## src/rtl/led_blink_pkg.sv

```systemverilog
// Shared constants for the multi-channel LED controller: mode encodings,
// CTRL field offsets and the STATUS word position.
package led_blink_pkg;

   localparam logic [1:0] MODE_OFF   = 2'd0;
   localparam logic [1:0] MODE_ON    = 2'd1;
   localparam logic [1:0] MODE_BLINK = 2'd2;
   localparam logic [1:0] MODE_PULSE = 2'd3;

   localparam int MODE_LSB = 0;
   localparam int HP_LSB   = 8;

   // STATUS sits directly after the last CTRL word.
   function automatic int status_index(input int channels);
      return channels;
   endfunction

endpackage

```

## src/rtl/led_blink_channel.sv

```systemverilog
// One LED channel: holds mode, half-period and tick counter, and produces
// the LED level for OFF / ON / BLINK / PULSE operation.
module led_blink_channel
   import led_blink_pkg::*;
#(
   parameter int PERIOD_BITS = 8
)
(
   input  logic                   clk,
   input  logic                   nreset,
   input  logic                   tick,
   input  logic                   wr_mode,
   input  logic                   wr_hp,
   input  logic [1:0]             mode_in,
   input  logic [PERIOD_BITS-1:0] hp_in,
   output logic                   led,
   output logic [1:0]             mode,
   output logic [PERIOD_BITS-1:0] hp
);

   logic                   r_led;
   logic [1:0]             r_mode;
   logic [PERIOD_BITS-1:0] r_hp;
   logic [PERIOD_BITS-1:0] r_cnt;

   logic [PERIOD_BITS-1:0] w_ehp_m1;
   logic                   w_fire;

   // HP of 0 behaves as 1; >= lets a shortened HP fire on the very next tick.
   assign w_ehp_m1 = (r_hp == '0) ? '0 : r_hp - PERIOD_BITS'(1);
   assign w_fire   = (r_cnt >= w_ehp_m1);

   always_ff @(posedge clk) begin
      if (!nreset) begin
         r_led  <= 1'b0;
         r_mode <= MODE_OFF;
         r_hp   <= '0;
         r_cnt  <= '0;
      end else begin
         if (wr_hp) begin
            r_hp <= hp_in;
         end
         if (wr_mode) begin
            r_mode <= mode_in;
            r_cnt  <= '0;
            r_led  <= (mode_in != MODE_OFF);
         end else if (tick && !wr_hp) begin
            case (r_mode)
               MODE_BLINK: begin
                  if (w_fire) begin
                     r_led <= ~r_led;
                     r_cnt <= '0;
                  end else begin
                     r_cnt <= r_cnt + PERIOD_BITS'(1);
                  end
               end
               MODE_PULSE: begin
                  if (w_fire) begin
                     r_led  <= 1'b0;
                     r_mode <= MODE_OFF;
                     r_cnt  <= '0;
                  end else begin
                     r_cnt <= r_cnt + PERIOD_BITS'(1);
                  end
               end
               default: begin
               end
            endcase
         end
      end
   end

   assign led  = r_led;
   assign mode = r_mode;
   assign hp   = r_hp;

endmodule

```

## src/rtl/led_blink_ctrl.sv

```systemverilog
// Memory-mapped LED controller: shared prescaler, native-bus handshake,
// register decode and readback mux over a row of LED channels.
module led_blink_ctrl
   import led_blink_pkg::*;
#(
   parameter int CHANNELS    = 4,
   parameter int PRESCALE    = 50000,
   parameter int PERIOD_BITS = 8,
   parameter int ADDR_BITS   = 4
)
(
   input  logic                 clk,
   input  logic                 nreset,
   input  logic                 mem_valid,
   input  logic [ADDR_BITS-1:0] mem_addr,
   input  logic [31:0]          mem_wdata,
   input  logic [3:0]           mem_wstrb,
   output logic                 mem_ready,
   output logic [31:0]          mem_rdata,
   output logic [CHANNELS-1:0]  led
);

   localparam int PRE_BITS   = (PRESCALE > 1) ? $clog2(PRESCALE) : 1;
   localparam int HP_BYTES   = (PERIOD_BITS + 7) / 8;
   localparam int STATUS_IDX = status_index(CHANNELS);

   logic [PRE_BITS-1:0] r_pre;
   logic                r_ready;
   logic [31:0]         r_rdata;

   logic                w_tick;
   logic                w_req;
   logic                w_write;
   logic                w_hp_strb;
   logic [31:0]         w_rd;
   logic                w_unused;

   logic [CHANNELS-1:0]    w_led;
   logic [1:0]             w_mode  [CHANNELS];
   logic [PERIOD_BITS-1:0] w_hp    [CHANNELS];
   logic [PERIOD_BITS-1:0] w_hp_in [CHANNELS];
   logic [31:0]            w_ctrl  [CHANNELS];
   logic [CHANNELS-1:0]    w_sel;

   assign w_tick    = (r_pre == PRE_BITS'(PRESCALE - 1));
   // Ready is forced low for a cycle after each pulse, so a held request is served once.
   assign w_req     = mem_valid && !r_ready;
   assign w_write   = w_req && (mem_wstrb != 4'b0000);
   assign w_hp_strb = |mem_wstrb[HP_BYTES:1];
   assign w_unused  = ^{mem_wdata, mem_wstrb};

   generate
      for (genvar gi = 0; gi < CHANNELS; gi++) begin : g_ch
         assign w_sel[gi] = w_write && (mem_addr == ADDR_BITS'(gi));

         // Bytes without a strobe keep the channel's current HP bits.
         for (genvar gk = 0; gk < PERIOD_BITS; gk++) begin : g_hp_bit
            assign w_hp_in[gi][gk] = mem_wstrb[(HP_LSB + gk) / 8] ?
                                     mem_wdata[HP_LSB + gk] : w_hp[gi][gk];
         end

         assign w_ctrl[gi] = (32'(w_mode[gi]) << MODE_LSB) |
                             (32'(w_hp[gi]) << HP_LSB);

         led_blink_channel #(
            .PERIOD_BITS (PERIOD_BITS)
         ) u_channel (
            .clk     (clk),
            .nreset  (nreset),
            .tick    (w_tick),
            .wr_mode (w_sel[gi] && mem_wstrb[0]),
            .wr_hp   (w_sel[gi] && w_hp_strb),
            .mode_in (mem_wdata[MODE_LSB +: 2]),
            .hp_in   (w_hp_in[gi]),
            .led     (w_led[gi]),
            .mode    (w_mode[gi]),
            .hp      (w_hp[gi])
         );
      end
   endgenerate

   always_comb begin
      w_rd = 32'h0;
      for (int i = 0; i < CHANNELS; i++) begin
         if (mem_addr == ADDR_BITS'(i)) begin
            w_rd = w_ctrl[i];
         end
      end
      if (mem_addr == ADDR_BITS'(STATUS_IDX)) begin
         w_rd = 32'(w_led);
      end
   end

   always_ff @(posedge clk) begin
      if (!nreset) begin
         r_pre   <= '0;
         r_ready <= 1'b0;
         r_rdata <= 32'h0;
      end else begin
         r_pre   <= w_tick ? '0 : r_pre + PRE_BITS'(1);
         r_ready <= w_req;
         r_rdata <= w_req ? w_rd : 32'h0;
      end
   end

   assign mem_ready = r_ready;
   assign mem_rdata = r_rdata;
   assign led       = w_led;

endmodule
```

## config.mk

```make
export PLATFORM = sky130hd
export DESIGN_NAME = led_blink_ctrl
export DESIGN_NICKNAME = d
export VERILOG_FILES = /design/src/rtl/led_blink_pkg.sv /design/src/rtl/led_blink_channel.sv /design/src/rtl/led_blink_ctrl.sv
export SDC_FILE = /design/constraint.sdc
export NUM_CORES = 1
export LEC_CHECK = 0
export BUFFER_PORTS_ARGS = -buffer_cell sky130_fd_sc_hd__buf_2
export CAP_MARGIN = 30
export CORE_UTILIZATION = 52
export CTS_BUF_LIST = sky130_fd_sc_hd__clkbuf_4
export CTS_CLUSTER_SIZE = 25
export DETAILED_ROUTE_END_ITERATION = 8
export PLACE_DENSITY = 0.7
export RECOVER_POWER = 100
export SLEW_MARGIN = 20
export SYNTH_ARGS = -nofsm -noshare
export SYNTH_HDL_FRONTEND = slang
export SYNTH_HIERARCHICAL = 1
export SYNTH_SLANG_ARGS = --single-unit
export TNS_END_PERCENT = 30
```

## constraint.sdc

```tcl
create_clock -name clk -period 2.85 [get_ports clk]
set_input_delay 0.1425 -clock clk [delete_from_list [all_inputs] [get_ports clk]]
set_output_delay 0.1425 -clock clk [all_outputs]
set_load 0.02 [all_outputs]
```

==> results.sh, run 1 <==
export IMPL_final_cells=990
export IMPL_firstDrtPassIters=5
export IMPL_drtIter0Drc=364
export IMPL_antenna_cells=0
export IMPL_synth_top_family_by_area="simple AND/OR/NAND/NOR gates"
export IMPL_drc_errors=0
export IMPL_final_nets=901
export IMPL_grt_pass1_wl_um=24580
export IMPL_synthMuxAreaShare_pct=9.549
export IMPL_grt_max_degree=41
export IMPL_initial_utilization_pct=53.87
export IMPL_port_buffers=35
export IMPL_hold_viol_final=0
export IMPL_cellLeakagePower_uw=0.002663
export IMPL_synth_seq_cells=105
export IMPL_num_fill_cells=1123
export IMPL_num_vias=5501
export IMPL_cts_buffer_depth=2
export IMPL_die_area_um2=13050
export IMPL_fmax_mhz=373.8
export IMPL_path_class="flop to flop"
export IMPL_htreeDepth=3
export IMPL_numCtsBuffers=9
export IMPL_setup_tns_ns=0
export IMPL_final_cell_mix="dfxtp_1 (105), nand2_1 (83), nor2_1 (55), inv_1 (53), nand3_1 (47)"
export IMPL_synth_fa_ha_area_share_pct=7.830
export IMPL_cp_data_required_time_ns=3.26
export IMPL_cp_max_fo=8
export IMPL_clkTransAtPathRegs_ns=0.18
export IMPL_synth_area_per_cell_um2=8.564
export IMPL_place_hpwl_um=11110
export IMPL_antenna_found_initial=0
export IMPL_synth_cell_types=47
export IMPL_insertion_delay_ns=0.52
export IMPL_synthToLayoutAreaGrowth_pct=7.582
export IMPL_final_common_cell="dfxtp_1"
export IMPL_outcome="completed"
export IMPL_seq_area_um2=2102
export IMPL_p_per_area_nw_per_um2=352.7
export IMPL_fin_hold_ws_ns=0.04627
export IMPL_fin_crit_ns=2.675
export IMPL_rsz0062_at_grt="false"
export IMPL_worstMarginPinSlew_ns=0.6822
export IMPL_synth_simple_area_share_pct=25.36
export IMPL_cts_sinks=105
export IMPL_synth_xor_area_share_pct=5.615
export IMPL_slew_headroom_pct=54.52
export IMPL_slew_viol_final=0
export IMPL_drive_above_1_share_pct=11.19
export IMPL_cts_tree="done"
export IMPL_clock_root_buffer="clkbuf_4"
export IMPL_synth_area_leaders="dfxtp_1 (32%), ha_1 (7.8%), mux2i_1 (6.1%)"
export IMPL_die_w_um=114.2
export IMPL_placed_cells=972
export IMPL_yosysTopAreaCellShare_pct=32.09
export IMPL_yosys_warnings=6
export IMPL_ys_seq_area_share_pct=32.09
export IMPL_cp_start_kind="flop"
export IMPL_period_share_pct=93.87
export IMPL_setup_viol=0
export IMPL_post_cts_setup_buffers=0
export IMPL_synth_compound_area_share_pct=11.99
export IMPL_clock_skew_ns=0.02494
export IMPL_syn_inst=765
export IMPL_num_rows=40
export IMPL_die_h_um=114.2
export IMPL_syn_area_um2=6551
export IMPL_first_global_vias=5195
export IMPL_gr_usage_all_layers_pct=23.88
export IMPL_ir_worst_vdd_v=0.0003081
export IMPL_drv_cap=0
export IMPL_crit_arrival_ns=3.08
export IMPL_io_pins=80
export IMPL_power_uw=2486
export IMPL_post_drt_wl_per_cell_um=15.04
export IMPL_antenna_left=0
export IMPL_wirelength_um=14890
export IMPL_overflow=0
export IMPL_core_um2=12160
export IMPL_multi_input_area_um2=4039
export IMPL_crit_path_end_kind="flop"
export IMPL_viasPerCell=5.557
export IMPL_min_path_type="input pin to flop"
export IMPL_gp_congestion=0.8575
export IMPL_finish_utilization_pct=57.95
export IMPL_synth_top_area_cell="dfxtp_1"
synthesized netlist by cell type (all sizes together):
master / count
o211ai: 4
and2: 3
inv: 53
xor2: 26
o31ai: 8
or4: 3
clkbuf: 10
nand2: 83
nor4b: 1
o21bai: 4
o2111ai: 4
a22oi: 2
and3b: 4
nor2b: 45
nand3: 47
nand4b: 5
nor4: 11
nand3b: 10
mux4: 10
ha: 41
dfxtp: 105
nand4bb: 1
a2111o: 8
a21oi: 20
nor3: 12
buf: 34
a31oi: 20
conb: 1
xnor2: 16
mux2i: 40
a21boi: 4
nand2b: 12
o21ai: 44
nand4: 7
and4: 4
nor2: 57
and3: 6
power by group:
group	switching (uW)	total, uW	internal [uW]
Combinational	158	239	81.1
Sequential	8.95	1490	1480
Clock	565	761	195
Total	732	2490	1750
cell families after synthesis:
logic type	after synthesis
compound gates	118
xor+xnor	42
fa+ha+maj	41
buf+inv	97
flops	105
mux	50
other cells	1
simple gates	311
area by class of cell:
type	count	area share, %
Clock buffer	9	0.9586
Clock inverter	7	0.8699
Inverter	53	2.823
Multi-Input combinational cell	582	57.31
Sequential cell	105	29.82
Tap cell	168	2.982
Timing Repair Buffer	66	5.237
routing by layer:
| metal | routed length [um] | global-route usage [%] | up-vias |
|---|---|---|---|
| met5 | 0 | 0 | - |
| met4 | 239 | 8.831 | 0 |
| met3 | 460 | 4.870 | 20 |
| met2 | 7486 | 42.51 | 101 |
| met1 | 6706 | 28.27 | 2637 |
| li1 | - | - | 2743 |
critical path: stages (launching register included):
cell	delay (ns)
dfxtp_1	0.39
or4_1	0.53
or4_4	0.53
inv_1	0.26
and3b_1	0.25
and4_1	0.26
nand3_1	0.12
xor2_1	0.16
nor2_1	0.06
flip-flops by register name, indices dropped and copies added (netlist names):
name / cells
g_ch.u_channel/hp: 32
g_ch.u_channel/led: 4
g_ch.u_channel/mode: 8
g_ch.u_channel/r_cnt: 32
mem_rdata: 12
mem_ready: 1
r_pre: 16
per-stage QoR:
stage / cell area, um^2 / setup slack (ns)
2_1_floorplan: 6623 / 0.4121
3_3_place_gp: 6933 / 0.2453
3_5_place_dp: 6933 / 0.1056
4_1_cts: 7082 / 0.08243
5_1_grt: 7048 / 0.009136
6_report: 7048 / 0.1748
what timing repair did:
action | 4_1_cts | 5_1_grt
endpoints found under the setup margin | 0 | 19
resized for setup | 0 | 4
hold buffers | 2 | 0
endpoints found under the hold margin | 8 | 0
final timing paths:
kind	startpoint	endpoint	slack, ns	depth (start not counted)
setup / recovery	r_pre[5]$_SDFF_PP0_	g_ch[3].u_channel/r_cnt[5]$_SDFFE_PP0P_	0.17	8
hold / removal	mem_addr[3]	mem_rdata[0]$_SDFF_PP0_	0.05	4
setup reg to reg	r_pre[5]$_SDFF_PP0_	g_ch[3].u_channel/r_cnt[5]$_SDFFE_PP0P_	0.17	8
hold reg to reg	r_pre[0]$_SDFF_PP0_	r_pre[0]$_SDFF_PP0_	0.51	1
No activity file was read; power rests on OpenSTA's default activity.
==> run 2, diff against run 1 <==
- CAP_MARGIN: 30 -> 5
- CORE_UTILIZATION: 52 -> 57
- PLACE_DENSITY: 0.7 -> 0.75
==> run 2 against run 1 <==
  * Register-to-register slack about the same
  * Sequential share of layout area increased by 0.27 points
  * Total power decreased by 0.13%
  * Critical endpoint unchanged
  * Clock power about the same
  * Clock skew decreased by 0.0082 ns
==> results.sh, run 2 (same netlist as run 1, synthesis figures left out) <==
export IMPL_place_area_um2=6883
export IMPL_clock_skew_ns=0.01679
export IMPL_final_cell_area_um2=6985
export IMPL_cts_tree="done"
export IMPL_num_rows=38
export IMPL_drv_cap=0
export IMPL_period_share_pct=93.85
export IMPL_htreeDepth=3
export IMPL_cp_cell_sequence="or4_1, or4_4, inv_1, and3b_1, and4_1, nand3_1, xor2_1, nor2_1"
export IMPL_die_area_um2=11930
export IMPL_maxUsedRoutingLayer="met4"
export IMPL_outcome="completed"
export IMPL_place_hpwl_um=11040
export IMPL_slew_viol_final=0
export IMPL_crit_path_end_kind="flop"
export IMPL_wl_met2_um=7474
export IMPL_slew_headroom_pct=55.76
export IMPL_firstDrtPassIters=6
export IMPL_crit_path_top_delay_cell="or4_4"
export IMPL_insertion_delay_ns=0.50
export IMPL_power_uw=2482
export IMPL_min_path_type="input pin to flop"
export IMPL_num_vias=5547
export IMPL_initial_utilization_pct=59.39
export IMPL_antenna_cells=0
export IMPL_ir_worst_vdd_v=0.0003436
export IMPL_wirelength_um=14770
export IMPL_preCtsSetupSlack_ns=0.1747
export IMPL_cp_max_fo=8
export IMPL_worstMarginPinSlew_ns=0.6636
export IMPL_cellLeakagePower_uw=0.002647
export IMPL_die_w_um=109.2
export IMPL_grt_pass1_wl_um=24700
export IMPL_clock_root_buffer="clkbuf_4"
export IMPL_viasPerCell=5.778
export IMPL_final_nets=899
export IMPL_numCtsBuffers=9
export IMPL_port_buffers=35
export IMPL_post_drt_wl_per_cell_um=15.39
export IMPL_drc_errors=0
export IMPL_crit_arrival_ns=3.07
export IMPL_num_fill_cells=948
export IMPL_setup_tns_ns=0
export IMPL_gp_congestion=0.8103
export IMPL_first_global_vias=5346
export IMPL_cp_start_kind="flop"
export IMPL_io_pins=80
export IMPL_met3_length_um=543
export IMPL_drtIter0Drc=334
export IMPL_path_buf_inv=1
export IMPL_final_common_cell="dfxtp_1"
export IMPL_final_cell_mix="dfxtp_1 (105), nand2_1 (83), nor2_1 (55), inv_1 (53), nand3_1 (47)"
export IMPL_cp_data_required_time_ns=3.25
export IMPL_path_class="flop to flop"
export IMPL_grt_max_degree=41
export IMPL_setup_viol=0
export IMPL_fmax_mhz=373.9
export IMPL_overflow=0
export IMPL_die_h_um=109.2
export IMPL_antenna_left=0
export IMPL_seq_area_um2=2102
export IMPL_p_per_area_nw_per_um2=355.4
export IMPL_multi_input_area_um2=4019
export IMPL_met1Wirelength_um=6474
export IMPL_cts_buffer_depth=2
export IMPL_hold_viol_final=0
export IMPL_gr_usage_all_layers_pct=26.28
export IMPL_fin_ws_ns=0.1754
export IMPL_cpPeakStageDelay_ns=0.54
export IMPL_core_um2=11030
export IMPL_post_cts_setup_buffers=0
export IMPL_clkTransAtPathRegs_ns=0.18
export IMPL_drive_above_1_share_pct=10.61
export IMPL_fin_crit_ns=2.675
export IMPL_synthToLayoutAreaGrowth_pct=6.627
export IMPL_antenna_found_initial=0
export IMPL_crit_family="simple AND/OR/NAND/NOR gates"
export IMPL_cts_sinks=105
==> run 2: cell count changes in the layout (fill, tap and decap cells not counted), sizes merged <==
cell / change
clkbuf: -2
inv: +2
clkinvlp: -2
==> run 2: worst paths after layout <==
path / from / to / slack [ns] / cells past startpoint
min: mem_addr[3] / mem_rdata[0]$_SDFF_PP0_ / 0.04 / 4
max reg2reg: r_pre[5]$_SDFF_PP0_ / g_ch[3].u_channel/r_cnt[5]$_SDFFE_PP0P_ / 0.18 / 8
min reg2reg: r_pre[0]$_SDFF_PP0_ / r_pre[0]$_SDFF_PP0_ / 0.49 / 1
max: r_pre[5]$_SDFF_PP0_ / g_ch[3].u_channel/r_cnt[5]$_SDFFE_PP0P_ / 0.18 / 8
==> run 2: area by class of cell <==
cell class / instances / area share, %
Clock buffer: 9 / 0.9672
Clock inverter: 7 / 0.9135
Inverter: 53 / 2.848
Multi-Input combinational cell: 582 / 57.53
Sequential cell: 105 / 30.09
Tap cell: 140 / 2.508
Timing Repair Buffer: 64 / 5.141
==> run 2: tightest hold or removal path, stage by stage <==
cell	delay, ns
buf_2	0.10
nor4b_1	0.07
a22oi_1	0.15
nor2_1	0.05
==> run 2: routing by layer <==
metal,vias up,track usage [%]
met1,2658,31.44
met2,126,47.21
met3,30,4.543
met4,0,8.952
met5,-,0
li1,2733,-
==> run 2: report_power, final <==
group / internal (uW) / switching (uW)
logic: 79.3 / 156
clock network: 203 / 559
registers: 1480 / 8.39
total: 1760 / 723
==> run 2: what timing repair did <==
| action | CTS | global route |
|---|---|---|
| hold buffers | 2 | 0 |
| endpoints found under the setup margin | 0 | 4 |
| resized for setup | 0 | 2 |
| endpoints found under the hold margin | 8 | 0 |
==> run 2: metrics by stage <==
step	util, %	instances	hold slack, ns
after CTS	63.77	960	0.01494
after detailed placement	62.40	942	0.4521
final	63.33	960	0.03972
after global routing	63.33	960	0.03855
after floorplan	-	784	0.2642
after global placement	62.40	942	0.4418
